## src/rtl/barrel_shift_pipe.sv

```systemverilog
// Pipelined barrel shifter (LSL/LSR/ASR/ROL), one register stage per shift-amount bit, valid/ready on both sides.
// Define BSHIFT_CARRY_EN to add the carry_out port and the per-stage carry registers.
module barrel_shift_pipe #(
    parameter int WIDTH = 8,
    localparam int SW = $clog2(WIDTH)
) (
    input  logic             clk,
    input  logic             rst_n,
    input  logic             in_valid,
    output logic             in_ready,
    input  logic [WIDTH-1:0] data,
    input  logic [SW-1:0]    sel,
    input  logic [1:0]       mode,
    output logic             out_valid,
    input  logic             out_ready,
`ifdef BSHIFT_CARRY_EN
    output logic [WIDTH-1:0] out,
    output logic             carry_out
`else
    output logic [WIDTH-1:0] out
`endif
);

    typedef enum logic [1:0] {
        MODE_LSL = 2'b00,
        MODE_LSR = 2'b01,
        MODE_ASR = 2'b10,
        MODE_ROL = 2'b11
    } shift_mode_t;

    if (WIDTH < 2 || (WIDTH & (WIDTH - 1)) != 0) begin : g_width_check
        $error("barrel_shift_pipe: WIDTH must be a power of 2 and at least 2");
    end

    logic [SW-1:0]    v;
    logic [WIDTH-1:0] d_q   [SW];
    logic [SW-1:0]    s_q   [SW];
    shift_mode_t      m_q   [SW];

    logic [SW-1:0]    v_src;
    logic [WIDTH-1:0] d_src [SW];
    logic [SW-1:0]    s_src [SW];
    shift_mode_t      m_src [SW];
    logic [WIDTH-1:0] d_nxt [SW];
    logic [SW:0]      rdy;

`ifdef BSHIFT_CARRY_EN
    logic             c_q   [SW];
    logic             c_src [SW];
    logic             c_nxt [SW];
`endif

    function automatic logic [WIDTH-1:0] shift_data(input logic [WIDTH-1:0] d,
                                                    input shift_mode_t m,
                                                    input int amt);
        logic [WIDTH-1:0] r;
        r = d;
        case (m)
            MODE_LSL: r = d << amt;
            MODE_LSR: r = d >> amt;
            MODE_ASR: r = $unsigned($signed(d) >>> amt);
            MODE_ROL: r = (d << amt) | (d >> (WIDTH - amt));
            default:  r = d;
        endcase
        return r;
    endfunction

`ifdef BSHIFT_CARRY_EN
    // The carry is the last bit to leave the word, taken before the shift; for ROL it is the bit that wrapped to bit 0.
    function automatic logic shift_carry(input logic [WIDTH-1:0] d,
                                         input logic [WIDTH-1:0] shifted,
                                         input shift_mode_t m,
                                         input int amt);
        logic [WIDTH-1:0] t;
        logic             c;
        t = '0;
        c = 1'b0;
        case (m)
            MODE_LSL: begin
                t = d << (amt - 1);
                c = t[WIDTH-1];
            end
            MODE_LSR, MODE_ASR: begin
                t = d >> (amt - 1);
                c = t[0];
            end
            MODE_ROL: c = shifted[0];
            default:  c = 1'b0;
        endcase
        return c;
    endfunction
`endif

    // A stage can take new contents if it is empty or everything after it will move; written
    // without self-reference so the chain stays a plain combinational cone.
    always_comb begin
        rdy = '0;
        rdy[SW] = out_ready;
        for (int k = 0; k < SW; k++) begin
            rdy[k] = out_ready;
            for (int j = k; j < SW; j++) begin
                if (!v[j]) begin
                    rdy[k] = 1'b1;
                end
            end
        end
    end

    // Each stage is fed by its predecessor, stage 0 by the input port.
    always_comb begin
        v_src    = '0;
        v_src[0] = in_valid;
        d_src[0] = data;
        s_src[0] = sel;
        m_src[0] = shift_mode_t'(mode);
`ifdef BSHIFT_CARRY_EN
        c_src[0] = 1'b0;
`endif
        for (int k = 1; k < SW; k++) begin
            v_src[k] = v[k-1];
            d_src[k] = d_q[k-1];
            s_src[k] = s_q[k-1];
            m_src[k] = m_q[k-1];
`ifdef BSHIFT_CARRY_EN
            c_src[k] = c_q[k-1];
`endif
        end
    end

    always_comb begin
        for (int k = 0; k < SW; k++) begin
            d_nxt[k] = d_src[k];
`ifdef BSHIFT_CARRY_EN
            c_nxt[k] = c_src[k];
`endif
            if (s_src[k][k]) begin
                d_nxt[k] = shift_data(d_src[k], m_src[k], 1 << k);
`ifdef BSHIFT_CARRY_EN
                c_nxt[k] = shift_carry(d_src[k], d_nxt[k], m_src[k], 1 << k);
`endif
            end
        end
    end

    // Payload only loads with a valid source so bubbles never disturb the registers.
    always_ff @(posedge clk or negedge rst_n) begin
        if (!rst_n) begin
            v <= '0;
            for (int k = 0; k < SW; k++) begin
                d_q[k] <= '0;
                s_q[k] <= '0;
                m_q[k] <= MODE_LSL;
`ifdef BSHIFT_CARRY_EN
                c_q[k] <= 1'b0;
`endif
            end
        end else begin
            for (int k = 0; k < SW; k++) begin
                if (rdy[k]) begin
                    v[k] <= v_src[k];
                    if (v_src[k]) begin
                        d_q[k] <= d_nxt[k];
                        s_q[k] <= s_src[k];
                        m_q[k] <= m_src[k];
`ifdef BSHIFT_CARRY_EN
                        c_q[k] <= c_nxt[k];
`endif
                    end
                end
            end
        end
    end

    assign in_ready  = rdy[0];
    assign out_valid = v[SW-1];
    assign out       = d_q[SW-1];
`ifdef BSHIFT_CARRY_EN
    assign carry_out = c_q[SW-1];
`endif

endmodule

```

## config.mk

```make
export PLATFORM = sky130hd
export DESIGN_NAME = barrel_shift_pipe
export DESIGN_NICKNAME = d
export VERILOG_FILES = /design/src/rtl/barrel_shift_pipe.sv
export SDC_FILE = /design/constraint.sdc
export NUM_CORES = 1
export LEC_CHECK = 0
export ABC_AREA = 1
export CELL_PAD_IN_SITES_DETAIL_PLACEMENT = 0
export CELL_PAD_IN_SITES_GLOBAL_PLACEMENT = 2
export CORE_ASPECT_RATIO = 0.9
export CORE_MARGIN = 2
export CORE_UTILIZATION = 27
export CTS_CLUSTER_DIAMETER = 120
export CTS_CLUSTER_SIZE = 40
export DETAILED_ROUTE_END_ITERATION = 12
export PLACE_DENSITY_LB_ADDON = 0.12
export SLEW_MARGIN = 5
export SYNTH_ARGS = -nofsm -noshare
export SYNTH_HDL_FRONTEND = slang
export SYNTH_SLANG_ARGS = --single-unit
```

## constraint.sdc

```tcl
create_clock -name clk -period 1 [get_ports clk]
set_input_delay 0.2 -clock clk [delete_from_list [all_inputs] [get_ports clk]]
set_output_delay 0.2 -clock clk [all_outputs]
set_load 0.02 [all_outputs]
```

==> results.ini, run 1 <==
[yosys]
muxShareOfSynthArea_pct=0
synth_top_area_share_pct=45.52
yosys_warnings=0
syn_avg_cell_area_sq_um=7.274
synth_most_common_cell=nand2_1
ys.flop_type=dfrtp_1
synthTopCellsByCount=nand2_1 (66), nor2_1 (37), dfrtp_1 (34)
netlist_area_sq_um=1869
synth_nets=274
seq_area_frac_synth_pct=45.52
synth_top_family_by_area=simple AND/OR/NAND/NOR gates
synthArstFlopShare_pct=100.0
synthXorXnorAreaFrac_pct=0
syn_inst=257
synth_edf_count=0
synth_area_leaders=dfrtp_1 (46%), nand2_1 (13%), a21oi_1 (8.3%), nor2_1 (7.4%), nand3_1 (5.9%)
synth-simple-area-share_pct=28.65
synth_cell_type_count=17
yosys.area_share.adder_pct=0
yosysTopAreaCell=dfrtp_1
ys_ff_latch=34
synth-compound-area-share_pct=14.32

[final_layout]
drive_gt1_share_pct=45.82
fillers=676
nets=339
ff_latch_area_sq_um=857.1
n_antenna_cell=0
multiInputGateArea_sq_um=1132
area_growth_syn_to_layout_pct=62.18

[floorplan]
die_x_microns=91.71
io_pins=27
die_h_microns=82.94
core_area_sq_um=6656
die_area_sq_um=7606
rows=28
start_util_pct=28.08

[cts]
clkLatencyLatePin_ns=0.30
clk_path_buf_depth=2
postCtsHoldBufs=0
numCtsBuffers=5
cts_sinks=34
cts_root_buffer=clkbuf_8
clk_pin_slew_ns=0.07
tritoncts=yes
h-tree-depth=2

[routing]
ant_nets=0
wl_microns=5194
drc=0
drt_iter0_markers=48
vias=1870
avgViaCountPerCell=4.528
wl_per_cell_microns=12.58
drt-pass1-iter-count=5

[run]
cap_violations=0

[grt]
grt.overflow.total=0
antenna_found_initial=0
grt.total_usage_pct=14.24
grt_pass1_wl_microns=8569
grt_max_degree=35
grt_pass1_vias=1750

[setup_path]
critPathKind=reg2out
cp-end-kind=output pin
required_ns=0.80
r2r_cells=6
cp-start-kind=register
arrival_ns=0.97
cp_max_fo=2

[timing]
worst_slack_ns=-0.1694
hold_viol=0
tightest_slew_ns=0.2036
fin_crit_ns=1.169
drv_slew=0
fin_crit_sh_pct=116.9
rsz0062_at_grt=true
setup_violations=44
fin_tns_setup_ns=-3.294
fmax_ghz=0.8551
slew_headroom_pct=86.28
fin_skew_ns=0.005473

[hold_path]
holdCritPathClass=in2async

[power_and_ir_drop]
ir_drop_mv=0.7614
leakage_nw=1.409
powerDensity_nw_per_um2=2238

[placement]
finalWeightedCongestion=0.7890
dpl.hpwl_microns=3677
io_buffers=26
pre_cts_ws_ns=-0.6235

[outcome]
status=finished, violations left
violations=setup timing

==> registers in the layout, summed over array words and instances (netlist names) <==
register / cells
v: 3
s_q: 3
out: 8
m_q: 4
d_q: 16
==> kinds of logic after synthesis <==
family / count (synthesis)
simple gates: 129
compound gates: 51
buf+inv: 43
flops: 34
==> placed cells by master, fill, tap and decap left out, types with 5 or more instances in the layout <==
master           netlist  layout
a21oi_1               31      13
a21oi_2                0      18
buf_4                  9      31
buf_6                  2      20
clkbuf_8               0       6
clkdlybuf4s50_1        0      13
dfrtp_1               34      29
dfrtp_2                0       5
inv_1                 26      18
inv_2                  2       7
nand2_1               66      47
nand2_2                0      12
nand2_4                1       5
nand3_1               22      17
nand3_2                0       5
nor2_1                37      21
nor2_2                 0      11
nor2_4                 0       5
o21ai_1                0       9
o21ai_2                3       8
==> per-layer routing <==
| layer | routed length [microns] | global-route usage (%) |
|---|---|---|
| met1 | 2741 | 21.38 |
| met3 | 195 | 3.176 |
| met2 | 2178 | 19.85 |
| met4 | 79 | 5.292 |
| met5 | 0 | 0 |
==> power by group <==
part | switching (mW) | leakage [nW] | internal (mW) | total (mW)
sequential | 0.485 | 0.395 | 1.86 | 2.34
combinational | 1.71 | 0.966 | 1.66 | 3.36
clock | 0.526 | 0.0482 | 0.556 | 1.08
total | 2.72 | 1.41 | 4.07 | 6.78
==> stage by stage <==
step           area [sq um]  total power [mW]  instances  util [%]  hold WS, ns
6_report               3032             6.785        413     45.55       0.2754
3_5_place_dp           2464             4.780        395     37.01       0.4671
4_1_cts                2765             6.330        408     41.54       0.2794
2_1_floorplan          1888             3.759        257         -     -0.09559
3_3_place_gp           2464             4.793        395     37.01       0.4629
5_1_grt                3032             7.297        413     45.55       0.2914
==> critical path, cell delays in order (launching register included) <==
cell	delay, ns
dfrtp_1	0.41
nand4_4	0.12
buf_6	0.15
==> final cells by class <==
class | instances | area share [%]
Clock buffer | 7 | 2.848
Clock inverter | 1 | 0.1651
Inverter | 28 | 4.045
Multi-Input combinational cell | 181 | 37.35
Sequential cell | 34 | 28.27
Tap cell | 90 | 3.714
Timing Repair Buffer | 72 | 23.61
==> worst paths after layout <==
kind	start	slack [ns]	to
setup / recovery	v[0]	-0.17	in_ready
hold / removal	rst_n	0.28	m_q[5]
setup reg to reg	v[0]	-0.15	d_q[19]
hold reg to reg	out[6]	0.50	out[6]
max in group asynchronous	rst_n	0.53	v[2]
min in group clk	mode[0]	0.32	m_q[4]
==> timing repair <==
item                       4_1_cts  5_1_grt
hold endpoints to repair         0        0
cloned                           0        1
setup buffers                    5        4
resized for setup              116       69
pin swaps                        9       15
setup endpoints to repair       44       43
Power figures use the tool's default switching activity.
==> run 2: changes to the inputs <==
--- a/config.mk
+++ b/config.mk
@@ -14,6 +14,7 @@
 export CTS_CLUSTER_DIAMETER = 120
 export CTS_CLUSTER_SIZE = 40
 export DETAILED_ROUTE_END_ITERATION = 12
+export GPL_TIMING_DRIVEN = 0
 export PLACE_DENSITY_LB_ADDON = 0.12
 export SLEW_MARGIN = 5
 export SYNTH_ARGS = -nofsm -noshare
==> run 2 against run 1 <==
  * The flow finishes with violations (hold timing, setup timing)
  * Combinational power is 18% lower
  * Clock power hardly changed
  * Setup slack worse by 0.029 ns
  * Via count is 6.5% lower
  * Routed wire length is 3.2% lower
  * Sequential power hardly changed
  * Count of clock-buffer cells in the layout stayed put
  * Sequential cell count stayed put
  * Global-route usage is 0.17 points higher
  * Final cell count is 5.3% lower
  * Largest cell class unchanged
  * Critical endpoint unchanged
==> results.ini, run 2 (synthesis results as in run 1) <==
[outcome]
status=finished, violations left  ; unchanged
violations=hold timing, setup timing  ; was setup timing

[final_layout]
fin_cells=391  ; was 413
n_antenna_cell=0  ; unchanged
area_growth_syn_to_layout_pct=41.16  ; was 62.18%
final_core_util_pct=39.64  ; was 45.55%
fin_area_sq_um=2639  ; was 3032 sq um
largest_register_ffs=16  ; unchanged
nets=317  ; was 339
final_common_cell=nand2_1  ; unchanged
final_cell_mix=nand2_1 (50), dfrtp_1 (29), a21oi_1 (27)  ; was nand2_1 (47), buf_4 (31), dfrtp_1 (29)
drive_gt1_share_pct=30.90  ; was 45.82%
top_register=d_q  ; unchanged

[setup_path]
path_delay_family=buffers and inverters  ; was flip-flops
path_buf_inv=3  ; was 1
critical-path-max-stage-delay_ns=0.41  ; about the same
path_cells=clkdlybuf4s50_1, inv_2, nand4_4, buf_6  ; was nand4_4, buf_6
regToRegStartpoint=v[2]  ; was v[0]
slowest_stage=clkdlybuf4s50_1  ; was dfrtp_1
cp-start-kind=input port  ; was register
arrival_ns=1.00  ; was 0.97 ns
cp_max_fo=3  ; was 2
cp-end-kind=output pin  ; unchanged
critPathKind=in2out  ; was reg2out
required_ns=0.80  ; about the same
startpoint=out_ready  ; was v[0]

[grt]
grt_max_degree=35  ; unchanged
grt_pass1_vias=1712  ; was 1,750
grt.overflow.total=0  ; unchanged
grt_pass1_wl_microns=8797  ; was 8569 microns
antenna_found_initial=0  ; unchanged
grt.total_usage_pct=14.42  ; was 14.24%

[power_and_ir_drop]
powerDensity_nw_per_um2=2337  ; was 2238 nW/um^2
p_switching_mw=2.419  ; was 2.716 mW
switching_share_pct=39.22  ; was 40.03%
seqPwrFrac_pct=37.9  ; was 34.5%
leakage_nw=1.258  ; was 1.409 nW
clockPowerShare_pct=17.5  ; was 15.9%
ir_drop_mv=0.7537  ; was 0.7614 mV
intPower_mw=3.749  ; was 4.069 mW
fin_total_pwr_mw=6.168  ; was 6.785 mW
p_comb_share_pct=44.6  ; was 49.5%

[timing]
hold_viol=30  ; was 0
hold_ws_ns=-0.01878  ; was 0.2754 ns
fin_crit_sh_pct=119.9  ; was 116.9%
worst_slack_ns=-0.1988  ; was -0.1694 ns
fin_skew_ns=0.006969  ; was 0.005473 ns
slew_headroom_pct=48.13  ; was 86.28%
setup_violations=42  ; was 44
drv_slew=0  ; unchanged
fin_crit_ns=1.199  ; was 1.169 ns
rsz0062_at_grt=true  ; unchanged
tightest_slew_ns=0.7781  ; was 0.2036 ns
fmax_ghz=0.8341  ; was 0.8551 GHz

[run]
cap_violations=0  ; unchanged

[floorplan]
die_x_microns=91.71  ; unchanged
rows=28  ; unchanged
io_pins=27  ; unchanged
die_h_microns=82.94  ; unchanged
core_area_sq_um=6656  ; unchanged
start_util_pct=28.08  ; unchanged
die_area_sq_um=7606  ; unchanged

[routing]
ant_nets=0  ; unchanged
wl_microns=5028  ; was 5194 microns
drt-pass1-iter-count=4  ; was 5
avgViaCountPerCell=4.471  ; was 4.528
met2_length_microns=1933  ; was 2178 microns
wl_per_cell_microns=12.86  ; was 12.58 microns
drt_iter0_markers=89  ; was 48
top_layer=met4  ; unchanged
routedLengthMet1_microns=2880  ; was 2741 microns
drc=0  ; unchanged
wl_met3_microns=180  ; was 195 microns
vias=1748  ; was 1,870

[placement]
dpl.hpwl_microns=3598  ; was 3677 microns
io_buffers=25  ; was 26
place_inst=372  ; was 395
finalWeightedCongestion=0.7916  ; was 0.7890
placed_area_sq_um=2246  ; was 2464 sq um

[cts]
tritoncts=yes  ; unchanged
cts_sinks=34  ; unchanged
cts_root_buffer=clkbuf_8  ; unchanged
h-tree-depth=2  ; unchanged
clk_path_buf_depth=2  ; unchanged
clkLatencyLatePin_ns=0.29  ; was 0.30 ns
postCtsHoldBufs=0  ; unchanged
numCtsBuffers=5  ; unchanged
clk_pin_slew_ns=0.07  ; about the same

[hold_path]
holdCritPathClass=in2async  ; unchanged

==> run 2: repair_timing <==
| item | in CTS | in global routing |
|---|---|---|
| pin swaps | 5 | 5 |
| endpoints found under the hold margin | 0 | 0 |
| gates resized for setup | 109 | 24 |
| cloned | 3 | 0 |
| setup endpoints to repair | 44 | 44 |
| buffers inserted | 10 | 3 |
==> run 2: power by group through the flow <==
| stage | Combinational, mW | Sequential (mW) | Clock, mW |
|---|---|---|---|
| 2_1_floorplan | 1.58 | 2.18 | 0 |
| 3_3_place_gp | 2.29 | 2.33 | 0 |
| 3_5_place_dp | 2.29 | 2.33 | 0 |
| 4_1_cts | 2.68 | 2.33 | 1.11 |
| 5_1_grt | 3.10 | 2.41 | 1.18 |
| 6_report | 2.75 | 2.34 | 1.08 |
==> run 2: metal layers <==
metal	track usage [%]	vias up
met5	0	-
met4	3.256	0
met3	2.904	5
met2	18.72	32
met1	23.87	809
li1	-	902
==> run 2: area by class of cell <==
cell class,instances,area [sq um]
Clock buffer,7,86.33
Multi-Input combinational cell,180,962.2
Buffer,11,111.4
Sequential cell,34,857.1
Tap cell,90,112.6
Clock inverter,1,5.005
Fill cell,736,4018
Timing Repair Buffer,40,394.1
Inverter,28,110.1
==> run 2: final timing paths <==
path | depth (start not counted) | endpoint | slack [ns]
worst max-delay path | 4 | in_ready | -0.20
worst min-delay path | 1 | d_q[23] | -0.02
worst max register to register | 5 | out[3] | -0.16
worst min register to register | 2 | out[6] | 0.50
max in group asynchronous | 1 | s_q[7] | 0.47
min in group clk | 4 | d_q[20] | 0.33
==> run 2: metrics by stage <==
stage / setup WS [ns] / TNS [ns] / hold WS (ns)
finish: -0.1988 / -3.379 / -0.01878
global route: -0.2292 / -6.236 / 0.05753
CTS: -0.1976 / -3.798 / 0.01552
detailed placement: -0.6914 / -18.88 / 0.3308
global placement: -1.225 / -56.02 / 0.4669
floorplan: -0.1551 / -2.339 / -0.09559
==> run 3: changes to the inputs <==
--- a/config.mk
+++ b/config.mk
@@ -15,7 +15,7 @@
 export CTS_CLUSTER_SIZE = 40
 export DETAILED_ROUTE_END_ITERATION = 12
 export GPL_TIMING_DRIVEN = 0
-export PLACE_DENSITY_LB_ADDON = 0.12
+export PLACE_DENSITY = 0.76
 export SLEW_MARGIN = 5
 export SYNTH_ARGS = -nofsm -noshare
 export SYNTH_HDL_FRONTEND = slang
==> run 3 against run 2 <==
  * The flow still finishes with violations (hold timing, setup timing)
  * Sequential share of layout area is 0.48 points lower
  * Maximum frequency about the same
  * Critical path type is now reg2out
  * Critical endpoint unchanged
  * Routed wire length is 3.1% lower
  * Sequential power about the same
==> results.ini, run 3 (synthesis results as in run 1) <==
[final_layout]
fin_cells=390  ; was 391
final_common_cell=nand2_1  ; unchanged
final_cell_mix=nand2_1 (52), dfrtp_1 (28), a21oi_1 (27)  ; was nand2_1 (50), dfrtp_1 (29), a21oi_1 (27)
largest_register_ffs=16  ; unchanged
fillers=712  ; was 736
ff_latch_area_sq_um=858.3  ; was 857.1 sq um
drive_gt1_share_pct=32.00  ; was 30.90%
area_growth_syn_to_layout_pct=43.51  ; was 41.16%
n_antenna_cell=0  ; unchanged
nets=316  ; was 317
top_register=d_q  ; unchanged
multiInputGateArea_sq_um=994.7  ; was 962.2 sq um

[setup_path]
crit_end=in_ready  ; unchanged
r2r_cells=6  ; was 5
regToRegStartpoint=v[1]  ; was v[2]
r2r_slack_ns=-0.15  ; was -0.16 ns
arrival_ns=1.00  ; about the same
required_ns=0.80  ; about the same
startpoint=v[1]  ; was out_ready
cp-end-kind=output pin  ; unchanged
cp-start-kind=register  ; was input port
timing.rr.end=d_q[17]  ; was out[3]
cp_max_fo=3  ; unchanged
critPathKind=reg2out  ; was in2out

[routing]
ant_nets=0  ; unchanged
avgViaCountPerCell=4.490  ; was 4.471
drt-pass1-iter-count=4  ; unchanged
drc=0  ; unchanged
vias=1751  ; was 1,748
wl_microns=4873  ; was 5028 microns
drt_iter0_markers=78  ; was 89
wl_per_cell_microns=12.49  ; was 12.86 microns

[timing]
tightest_slew_ns=0.7767  ; was 0.7781 ns
fin_skew_ns=0.009066  ; was 0.006969 ns
hold_viol=20  ; was 30
slew_headroom_pct=48.22  ; was 48.13%
fin_crit_sh_pct=119.8  ; was 119.9%
drv_slew=0  ; unchanged
worst_slack_ns=-0.1980  ; was -0.1988 ns
hold_ws_ns=-0.02016  ; was -0.01878 ns
rsz0062_at_grt=true  ; unchanged
fin_crit_ns=1.198  ; was 1.199 ns
setup_violations=37  ; was 42
fin_tns_setup_ns=-2.739  ; was -3.379 ns
fmax_ghz=0.8348  ; was 0.8341 GHz

[cts]
h-tree-depth=2  ; unchanged
numCtsBuffers=5  ; unchanged
clk_path_buf_depth=2  ; unchanged
cts_root_buffer=clkbuf_8  ; unchanged
clkLatencyLatePin_ns=0.29  ; about the same
cts_sinks=34  ; unchanged
tritoncts=yes  ; unchanged
clk_pin_slew_ns=0.07  ; about the same

[power_and_ir_drop]
ir_drop_mv=0.7847  ; was 0.7537 mV
leakage_nw=1.275  ; was 1.258 nW
powerDensity_nw_per_um2=2383  ; was 2337 nW/um^2

[floorplan]
start_util_pct=28.08  ; unchanged
io_pins=27  ; unchanged
die_x_microns=91.71  ; unchanged
die_h_microns=82.94  ; unchanged
rows=28  ; unchanged
core_area_sq_um=6656  ; unchanged
die_area_sq_um=7606  ; unchanged

[placement]
io_buffers=25  ; unchanged
place_inst=372  ; unchanged
finalWeightedCongestion=0.8142  ; was 0.7916
dpl.hpwl_microns=3462  ; was 3598 microns

[grt]
grt_pass1_wl_microns=8445  ; was 8797 microns
grt.overflow.total=0  ; unchanged
grt.total_usage_pct=13.82  ; was 14.42%
antenna_found_initial=0  ; unchanged
grt_pass1_vias=1751  ; was 1,712
grt_max_degree=35  ; unchanged

[hold_path]
holdCritPathClass=in2async  ; unchanged

[run]
cap_violations=0  ; unchanged

[outcome]
violations=hold timing, setup timing  ; unchanged
status=finished, violations left  ; unchanged

[run 3: layout make-up]
cell class | instances | area share (%)
multi-input cells | 180 | 37.08
flip-flops and latches | 34 | 32.00
repair buffers | 42 | 15.07
inverters | 28 | 4.291
well taps | 90 | 4.198
clock buffers | 7 | 3.218
plain buffers | 8 | 3.032
clock inverters | 1 | 1.119
[run 3: worst min-delay path by stage]
stage | end | slack [ns]
after floorplan | d_q[10] | -0.1
after global placement | out[6] | 0.47
after detailed placement | m_q[5] | 0.33
after CTS | v[0] | 0.003
after global routing | m_q[5] | 0.05
final | m_q[5] | -0.02
[run 3: through the flow]
stage	hold WS [ns]	cell area (sq um)	total power [mW]	worst slack [ns]	utilization [%]
final	-0.02016	2683	6.394	-0.1980	40.30
after global routing	0.04693	2683	6.905	-0.2395	40.30
after CTS	0.002790	2556	6.255	-0.1975	38.40
after detailed placement	0.3257	2246	4.585	-0.6801	33.74
after global placement	0.4676	2251	4.587	-1.191	33.82
after floorplan	-0.09559	1888	3.759	-0.1551	-
[run 3: layer usage]
| layer | track usage (%) | part of all wire [%] | up-vias |
|---|---|---|---|
| li1 | - | - | 904 |
| met1 | 20.02 | 53 | 815 |
| met2 | 20.45 | 42 | 25 |
| met3 | 2.722 | 3.1 | 7 |
| met4 | 4.885 | 1.5 | 0 |
| met5 | 0 | 0 | - |
[run 3: critical path, cell delays in order, from the launching register on]
cell and delay, ns:
dfrtp_2 0.41, nand4_4 0.14, buf_6 0.16
[run 3: timing repair]
action,CTS,global route
hold buffers,0,0
setup endpoints to repair,44,44
pin swaps,3,6
gates resized for setup,111,29
cloned,3,1
setup buffers,11,2
[run 3: where the power goes]
part,switching [mW],leakage [nW],internal [mW]
Sequential,0.487,0.394,1.86
Combinational,1.42,0.823,1.31
Clock,0.509,0.0585,0.813
